<file path="src/rtl/mfp_uart_transmitter.sv">
// mfp_uart_transmitter: buffered 8N1 UART transmitter.
// Bytes queue in a circular FIFO and are shifted out LSB first on tx.
`timescale 1ns/1ps

module mfp_uart_transmitter #(
    parameter int CLOCK_FREQUENCY = 50000000,
    parameter int BAUD_RATE       = 115200,
    parameter int FIFO_DEPTH_LOG2 = 4
) (
    input  logic                     clock,
    input  logic                     reset,
    input  logic [7:0]               byte_data,
    input  logic                     byte_valid,
    output logic                     byte_ready,
    output logic                     tx,
    output logic                     busy,
    output logic [FIFO_DEPTH_LOG2:0] fifo_count
);

    localparam int CLKS_PER_BIT = CLOCK_FREQUENCY / BAUD_RATE;
    localparam int CNT_W = (CLKS_PER_BIT > 2) ? $clog2(CLKS_PER_BIT) : 1;
    localparam int AW = FIFO_DEPTH_LOG2;
    localparam logic [CNT_W-1:0] CNT_LAST = CNT_W'(CLKS_PER_BIT - 1);
    localparam logic [AW:0] DEPTH = {1'b1, {AW{1'b0}}};

    if (CLKS_PER_BIT < 2) begin : g_bad_baud
        $error("mfp_uart_transmitter: CLOCK_FREQUENCY/BAUD_RATE must be >= 2");
    end

    if (FIFO_DEPTH_LOG2 < 1) begin : g_bad_depth
        $error("mfp_uart_transmitter: FIFO_DEPTH_LOG2 must be >= 1");
    end

    typedef enum logic [1:0] {
        IDLE,
        START,
        DATA,
        STOP
    } state_t;

    state_t           state;
    state_t           state_n;
    logic [CNT_W-1:0] baud_cnt;
    logic [CNT_W-1:0] baud_cnt_n;
    logic [2:0]       bit_idx;
    logic [2:0]       bit_idx_n;
    logic [7:0]       shift;
    logic [7:0]       shift_n;
    logic             tx_n;

    logic [7:0]    mem [0:(1<<AW)-1];
    logic [AW-1:0] wr_ptr;
    logic [AW-1:0] rd_ptr;
    logic [AW:0]   count_n;
    logic          push;
    logic          pop;
    logic          has_data;
    logic          baud_last;

    assign push      = byte_valid && byte_ready;
    assign has_data  = (fifo_count != '0);
    assign baud_last = (baud_cnt == CNT_LAST);
    assign busy      = (state != IDLE) || has_data;

    // FIFO storage; contents need no reset since the pointers gate them
    always_ff @(posedge clock) begin
        if (push) begin
            mem[wr_ptr] <= byte_data;
        end
    end

    // Occupancy after this edge's push and pop
    always_comb begin
        count_n = fifo_count;
        case ({push, pop})
            2'b10:   count_n = fifo_count + 1'b1;
            2'b01:   count_n = fifo_count - 1'b1;
            default: count_n = fifo_count;
        endcase
    end

    // Pointers, count and a registered ready that never sees the pop combinationally
    always_ff @(posedge clock) begin
        if (reset) begin
            wr_ptr     <= '0;
            rd_ptr     <= '0;
            fifo_count <= '0;
            byte_ready <= 1'b0;
        end else begin
            if (push) begin
                wr_ptr <= wr_ptr + 1'b1;
            end
            if (pop) begin
                rd_ptr <= rd_ptr + 1'b1;
            end
            fifo_count <= count_n;
            byte_ready <= (count_n != DEPTH);
        end
    end

    // Framing FSM: next state, baud/bit counters, shifter and pop request
    always_comb begin
        state_n    = state;
        baud_cnt_n = baud_cnt + 1'b1;
        bit_idx_n  = bit_idx;
        shift_n    = shift;
        pop        = 1'b0;
        unique case (state)
            IDLE: begin
                baud_cnt_n = '0;
                if (has_data) begin
                    pop     = 1'b1;
                    state_n = START;
                end
            end
            START: begin
                if (baud_last) begin
                    baud_cnt_n = '0;
                    bit_idx_n  = '0;
                    state_n    = DATA;
                end
            end
            DATA: begin
                if (baud_last) begin
                    baud_cnt_n = '0;
                    shift_n    = {1'b0, shift[7:1]};
                    bit_idx_n  = bit_idx + 1'b1;
                    if (bit_idx == 3'd7) begin
                        state_n = STOP;
                    end
                end
            end
            STOP: begin
                if (baud_last) begin
                    baud_cnt_n = '0;
                    if (has_data) begin
                        pop     = 1'b1;
                        state_n = START;
                    end else begin
                        state_n = IDLE;
                    end
                end
            end
        endcase
        if (pop) begin
            shift_n = mem[rd_ptr];
        end
    end

    // Line level for the coming cycle, decoded from the next state
    always_comb begin
        tx_n = 1'b1;
        unique case (state_n)
            START:   tx_n = 1'b0;
            DATA:    tx_n = shift_n[0];
            default: tx_n = 1'b1;
        endcase
    end

    // FSM registers; tx is registered so it only moves on bit boundaries
    always_ff @(posedge clock) begin
        if (reset) begin
            state    <= IDLE;
            baud_cnt <= '0;
            bit_idx  <= '0;
            shift    <= '0;
            tx       <= 1'b1;
        end else begin
            state    <= state_n;
            baud_cnt <= baud_cnt_n;
            bit_idx  <= bit_idx_n;
            shift    <= shift_n;
            tx       <= tx_n;
        end
    end

endmodule

</file>
<file path="config.mk">
export PLATFORM = sky130hd
export DESIGN_NAME = mfp_uart_transmitter
export DESIGN_NICKNAME = d
export VERILOG_FILES = /design/src/rtl/mfp_uart_transmitter.sv
export SDC_FILE = /design/constraint.sdc
export NUM_CORES = 1
export LEC_CHECK = 0
export BUFFER_PORTS_ARGS = -buffer_cell sky130_fd_sc_hd__buf_2
export CORE_MARGIN = 2
export CORE_UTILIZATION = 45
export CTS_CLUSTER_DIAMETER = 30
export DETAILED_ROUTE_END_ITERATION = 7
export PLACE_DENSITY = 0.61
export SYNTH_ARGS = -nofsm -noshare
export SYNTH_HDL_FRONTEND = slang
export SYNTH_SLANG_ARGS = --single-unit
</file>
<file path="constraint.sdc">
create_clock -name clock -period 5.4 [get_ports clock]
set_clock_uncertainty 0.2 [all_clocks]
set_input_delay 0.27 -clock clock [delete_from_list [all_inputs] [get_ports clock]]
set_output_delay 0.27 -clock clock [all_outputs]
set_load 0.03 [all_outputs]
</file>
==> metrics, run 1 <==
run status=completed; x dimension of the die=128 um; path class of the lowest-slack min-delay path=input port to register; clk_lat worst skew=430 ps; Static Leak=2.53 nW; critical path start-end classification=register to register; count of cell types in the netlist=41; violation count after the first detailed-routing iteration=187; commonest cells after routing, fill and taps aside=128 x sky130_fd_sc_hd__edfxtp_1, 56 x sky130_fd_sc_hd__nor2_1, 40 x sky130_fd_sc_hd__mux4_2, 40 x sky130_fd_sc_hd__dfxtp_1, 25 x sky130_fd_sc_hd__nand2_1; number of gates resized after cts=0; Cell Pwr Density=464 nW/um^2; max-slew violations=0; post-synthesis area per instance=15.7 um^2; post-detailed-route DRC marker count=0; number of buffers on the longest clock path=2; maximum number of pins on one net before global-route repair=34; reg-to-reg slack, setup=2050 ps; headroom to the max-slew limit=35.1%; Worst Path Required=5490 ps; mux cell area share after synthesis=13.3%; area share of xor/xnor cells in the synthesized design=2.41%; portion of the clock cycle consumed by the worst path in the final layout=62.1%; initial cell density of the core=45.8%; cell-by-cell trace of the critical path=ha_1, inv_1, o41a_1, or3_1, clkinv_2, ha_1, inv_1, o2bb2a_1, a31oi_1, xnor2_1, a31oi_1; async set-reset flop share out of synthesis=0%; simple-gate share of the synthesized area=7.95%; number of sinks handled by clock tree synthesis=169; total overflow reported by the global router=0; Hold WS=19.9 ps; Max Clk Rate=298 MHz; number of levels the H-tree was split into=4; unrepaired setup endpoints after global routing=false; kind of start point of the critical path=register; setup bufs post-CTS=0; CTS tree=yes; number of antenna-violating nets in the routed design=0; net count of the mapped netlist=466; via count of the first global-routing pass=3793; share of final-layout standard cells stronger than drive strength 1=21.4%; initial antenna violation count=0; Area Overhead vs Synth=12.7%; total area of multi-input combinational cells=2100 um^2; I/O pin count=19; number of warnings printed during yosys synthesis=0; dominant combinational cell family by area after synthesis=multiplexers; Compound-Gate Fraction of Synth Area=3.75%; vertical die dimension=128 um; number of antenna repair diodes=0; delay of the slowest cell on the worst path=630 ps; number of nets in the final layout=487; count of fill cells added during filler insertion=1248; Detail Placement HPWL=8280 um; area occupied by registers=4670 um^2; ratio of routed vias to standard cells=5.51; DIE AREA=16400 um^2; arrival time at the worst endpoint=3440 ps; aggregate routed wire length=12700 um; post-synthesis share of cell area spent on full adders, half adders and majority gates=2.90%; post-synthesis cell count=439; EDFF count, synth=128; root buffer cell=sky130_fd_sc_hd__clkbuf_16; setup-violating endpoint count in the final report=0; fin crit period=3350 ps; I/O Buffers=18; Worst VDD drop=0.000279 V; kind of end point of the critical path=register; placer's final routability congestion estimate=0.757; max-capacitance violation count=0; leading register cell type out of synthesis=sky130_fd_sc_hd__edfxtp_1; final-layout setup total negative slack=0 ps; number of rows created at floorplan=45; post-synthesis register bit count=169; CTS Buf Count=17; overall fraction of global-route tracks in use=17.1%; number of buffers inserted for hold repair after clock tree synthesis=0; DR vias=3641; wire length of the first global-routing pass=20600 um; Mapped Area=6910 um^2; area of the core=15100 um^2; iteration count of the initial detailed-routing pass=7; transition time of the tightest slew-check pin=970 ps; final number of hold-violating endpoints=0; clk slew on worst S/H paths=70 ps; slowest stage cell on the critical path=sky130_fd_sc_hd__or3_1; routed wire length per instance=19.2 um; sequential area share after synthesis=67.5%; most common library cell in the layout ignoring fill and taps=sky130_fd_sc_hd__edfxtp_1; Crit Path Max Fanout=17
-- kinds of logic after synthesis --
group,Yosys count
AO/OA/AOI/OAI,36
AND/OR/NAND/NOR,123
adder cells (fa/ha/maj),16
XOR/XNOR,19
buffers and inverters,34
flip-flops,169
multiplexers,42
-- cell usage after synthesis (3+ instances only) --
library cell	count	area, um^2
sky130_fd_sc_hd__edfxtp_1	128	3840
sky130_fd_sc_hd__nor2_1	56	210
sky130_fd_sc_hd__dfxtp_1	41	821
sky130_fd_sc_hd__mux4_2	40	901
sky130_fd_sc_hd__nand2_1	25	93.8
sky130_fd_sc_hd__ha_1	16	200
sky130_fd_sc_hd__clkbuf_1	15	56.3
sky130_fd_sc_hd__nand3_1	15	75.1
sky130_fd_sc_hd__inv_1	11	41.3
sky130_fd_sc_hd__xnor2_1	10	87.6
sky130_fd_sc_hd__a21oi_1	9	45.0
sky130_fd_sc_hd__xor2_1	9	78.8
sky130_fd_sc_hd__o21ai_0	8	40.0
sky130_fd_sc_hd__a311oi_1	6	52.6
sky130_fd_sc_hd__nor3_1	6	30.0
sky130_fd_sc_hd__nand4_1	5	31.3
sky130_fd_sc_hd__buf_2	4	20.0
sky130_fd_sc_hd__nand2b_1	4	25.0
sky130_fd_sc_hd__or3_1	3	18.8
-- worst max-delay path: cells and delay by family (launching register included) --
kind	cells	cell delay, ps
AOI/OAI and AO/OA	4	1060
and+or+nand+nor	1	630
adders and majority gates	2	420
DFF	1	380
buffers and inverters	3	360
xor gates and xnor gates	1	160
-- stage by stage --
step | utilization, % | instances | setup slack, ps | instance area (um^2) | power (mW)
2_1_floorplan | - | 439 | 2480 | 6910 | 2.23
3_3_place_gp | 47.6 | 629 | 2140 | 7180 | 2.38
3_5_place_dp | 47.6 | 629 | 2050 | 7180 | 2.40
4_1_cts | 51.6 | 661 | 2040 | 7780 | 3.65
5_1_grt | 51.6 | 661 | 1840 | 7780 | 3.80
6_report | 51.6 | 661 | 2050 | 7780 | 3.61
-- final cells by class --
cell class | count | area share, %
clock buffers | 17 | 5.47
well taps | 188 | 3.02
repair buffers | 24 | 1.74
clock inverters | 15 | 2.30
flip-flops and latches | 169 | 60.0
inverters | 12 | 0.595
multi-input cells | 236 | 26.9
-- flip-flops by register name, summed over array words and instances, names as in the netlist, named ones only --
signal,count
bit_idx,3
state,2
tx,1
fifo_count,5
byte_ready,1
rd_ptr,4
shift,8
mem,128
wr_ptr,4
baud_cnt,9
-- where the power goes --
part           switching [mW]  internal [mW]
Sequential             0.0709           1.47
Clock                   0.542          0.702
Combinational           0.471          0.357
-- final timing paths --
| kind | endpoint | startpoint | cells past startpoint |
|---|---|---|---|
| min | mem[11][3]$_DFFE_PP_ | byte_data[3] | 1 |
| max reg2reg | byte_ready$_SDFF_PP0_ | state[1]$_SDFF_PP0_ | 11 |
| min reg2reg | shift[7]$_SDFFE_PP0P_ | shift[7]$_SDFFE_PP0P_ | 2 |
| max | byte_ready$_SDFF_PP0_ | state[1]$_SDFF_PP0_ | 11 |
-- per-layer routing --
metal	vias up	global-route usage [%]	share of wire, %
met5	-	0	0
met4	0	6.01	0.91
met3	10	4.42	3.9
met2	72	27.9	51
met1	1835	22.5	45
li1	1724	-	-
Note: power is estimated with default switching activity, not from simulation.
==> run 2: changes to the inputs <==
clock period = 3.38 ns   (was 5.4 ns; I/O delays follow)
==> run 2 against run 1 <==
Cell area up 1.0%. Hold slack better by 8.0 ps. Non-clock buffer count up 17. Critical endpoint unchanged. Largest power group unchanged. Highest routed layer unchanged.
==> metrics, run 2 (same netlist as run 1, synthesis figures left out) <==
run status=completed; maximum number of pins on one net before global-route repair=34 (unchanged); I/O Buffers=18 (unchanged); reg-to-reg startpoint=baud_cnt[0]$_SDFF_PP0_; post-route core utilization=52.1% (+0.53 points); final number of hold-violating endpoints=0 (unchanged); launching instance or port of the critical path=baud_cnt[0]$_SDFF_PP0_; proportion of power drawn by flip-flops and latches=44.0% (+1.3 points); path class of the lowest-slack min-delay path=input port to register; Psw=1.65 mW (+52%); max-slew violations=0 (unchanged); register with the most flip-flops=mem; Detail Placement HPWL=8590 um (+3.8%); Worst Path Required=3460 ps (-2030 ps); Crit Path Max Fanout=6 (-11); CTS tree=yes; final-layout setup total negative slack=0 ps (unchanged); kind of end point of the critical path=register; post-detailed-route DRC marker count=0 (unchanged); DIE AREA=16400 um^2 (unchanged); registers with the most flip-flops=mem (128), baud_cnt (9), shift (8); critical path start-end classification=register to register; placer's final routability congestion estimate=0.774 (+2.4%); number of buffers on the longest clock path=2 (unchanged); portion of the clock cycle consumed by the worst path in the final layout=90.9% (+29 points); switch share=29.3% (-0.69 points); violation count after the first detailed-routing iteration=251 (+34%); DR vias=3694 (+1.5%); number of antenna repair diodes=0 (unchanged); x dimension of the die=128 um (unchanged); share of final-layout standard cells stronger than drive strength 1=21.5% (+0.12 points); number of levels the H-tree was split into=4 (unchanged); internal power=3.97 mW (+57%); initial cell density of the core=45.8% (unchanged); max-capacitance violation count=0 (unchanged); unrepaired setup endpoints after global routing=false; Cell Pwr Density=715 nW/um^2 (+54%); slowest stage cell on the critical path=sky130_fd_sc_hd__o41a_1; delay of the slowest cell on the worst path=420 ps (-210 ps); arrival time at the worst endpoint=3160 ps (-280 ps); I/O pin count=19 (unchanged); ratio of routed vias to standard cells=5.46 (-0.94%); number of rows created at floorplan=45 (unchanged); clk_lat worst skew=420 ps (about the same); share of total power in combinational logic=24.3% (+1.4 points); cell-by-cell trace of the critical path=ha_1, nand4_1, o41a_1, or3_1, clkinv_2, ha_1, inv_1, o2bb2a_1, a31oi_1, xnor2_1, a31oi_1; headroom to the max-slew limit=40.0% (+4.9 points); Worst VDD drop=0.000425 V (+52%); Area Overhead vs Synth=13.9%; aggregate routed wire length=12600 um (-0.39%); root buffer cell=sky130_fd_sc_hd__clkbuf_16; Hold Startpoint=reset; fin crit period=3070 ps (-279 ps); critical path's top delay family=compound AO/OA/AOI/OAI gates; vertical die dimension=128 um (unchanged); clk slew on worst S/H paths=60 ps (about the same); overall fraction of global-route tracks in use=16.7% (-0.40 points); Static Leak=2.57 nW (+1.6%); via count of the first global-routing pass=3780 (-0.34%); total overflow reported by the global router=0 (unchanged); WP buf/inv=2 (-1); area of the core=15100 um^2 (unchanged); number of sinks handled by clock tree synthesis=169 (unchanged); wire length of the first global-routing pass=20300 um (-1.5%); number of antenna-violating nets in the routed design=0 (unchanged); setup-violating endpoint count in the final report=0 (unchanged); iteration count of the initial detailed-routing pass=4 (-3); CTS Buf Count=17 (unchanged); clock group share of total power=31.7% (-2.7 points); initial antenna violation count=0 (unchanged); Max Clk Rate=325 MHz (+9.1%); kind of start point of the critical path=register; max FFs per register=128 (unchanged); most common library cell in the layout ignoring fill and taps=sky130_fd_sc_hd__edfxtp_1; setup bufs post-CTS=0 (unchanged); count of fill cells added during filler insertion=1246 (-0.16%); routed wire length per instance=18.7 um (-2.7%); transition time of the tightest slew-check pin=897 ps (-72.6 ps); commonest cells after routing, fill and taps aside=128 x sky130_fd_sc_hd__edfxtp_1, 56 x sky130_fd_sc_hd__nor2_1, 40 x sky130_fd_sc_hd__mux4_2, 40 x sky130_fd_sc_hd__dfxtp_1, 25 x sky130_fd_sc_hd__nand2_1; number of nets in the final layout=504 (+3.5%)
run 2: timing repair:
| item | in CTS | in global routing |
|---|---|---|
| hold buffers | 8 | 0 |
| hold endpoints to repair | 128 | 0 |
| gates resized for setup | 0 | 0 |
run 2: path summary, 6_finish.rpt:
check        slack (ps)  depth (start not counted)                  endpoint
min reg2reg         270                          2     shift[7]$_SDFFE_PP0P_
max reg2reg         310                         11     byte_ready$_SDFF_PP0_
min                  30                          2  fifo_count[3]$_SDFF_PP0_
max                 310                         11     byte_ready$_SDFF_PP0_
run 2: cell type report:
cell class              count  area [um^2]  share of cell area (%)
flip-flops and latches    169         4670                    59.3
multi-input cells         236         2100                    26.7
clock buffers              21          440                    5.60
repair buffers             41          283                    3.60
well taps                 188          235                    2.99
clock inverters            10         96.3                    1.23
inverters                  12         46.3                   0.589
run 2: layer usage:
metal / share of wire [%] / GRT usage (%) / vias to the layer above
met2: 49 / 27.5 / 48
li1: - / - / 1744
met3: 2.9 / 4.63 / 13
met4: 1.1 / 4.85 / 0
met1: 47 / 22.0 / 1889
met5: 0 / 0 / -
run 2: worst register-to-register path: stages (launching register included):
cell                       delay, ps
sky130_fd_sc_hd__dfxtp_1         400
sky130_fd_sc_hd__ha_1            180
sky130_fd_sc_hd__nand4_1         120
sky130_fd_sc_hd__o41a_1          420
sky130_fd_sc_hd__or3_1           420
sky130_fd_sc_hd__clkinv_2        110
sky130_fd_sc_hd__ha_1            220
sky130_fd_sc_hd__inv_1           120
sky130_fd_sc_hd__o2bb2a_1        300
sky130_fd_sc_hd__a31oi_1         200
sky130_fd_sc_hd__xnor2_1         160
sky130_fd_sc_hd__a31oi_1          90
run 2: power by group through the flow:
stage	sequential, mW	clock (mW)	combinational (mW)
3_5_place_dp	2.52	0	1.36
3_3_place_gp	2.52	0	1.34
6_report	2.47	1.78	1.36
5_1_grt	2.49	1.91	1.49
4_1_cts	2.47	1.83	1.38
2_1_floorplan	2.52	0	1.04
run 2: stage by stage:
step                      setup WS [ps]  area, um^2  instances  hold slack (ps)  power [mW]
after floorplan                     462        6910        439             40.6        3.56
after global placement              420        7250        638              260        3.85
after detailed placement            317        7250        638              263        3.88
after CTS                           296        7860        677             17.1        5.68
after global routing               90.0        7860        677             68.9        5.89
final                               307        7860        677             27.9        5.62
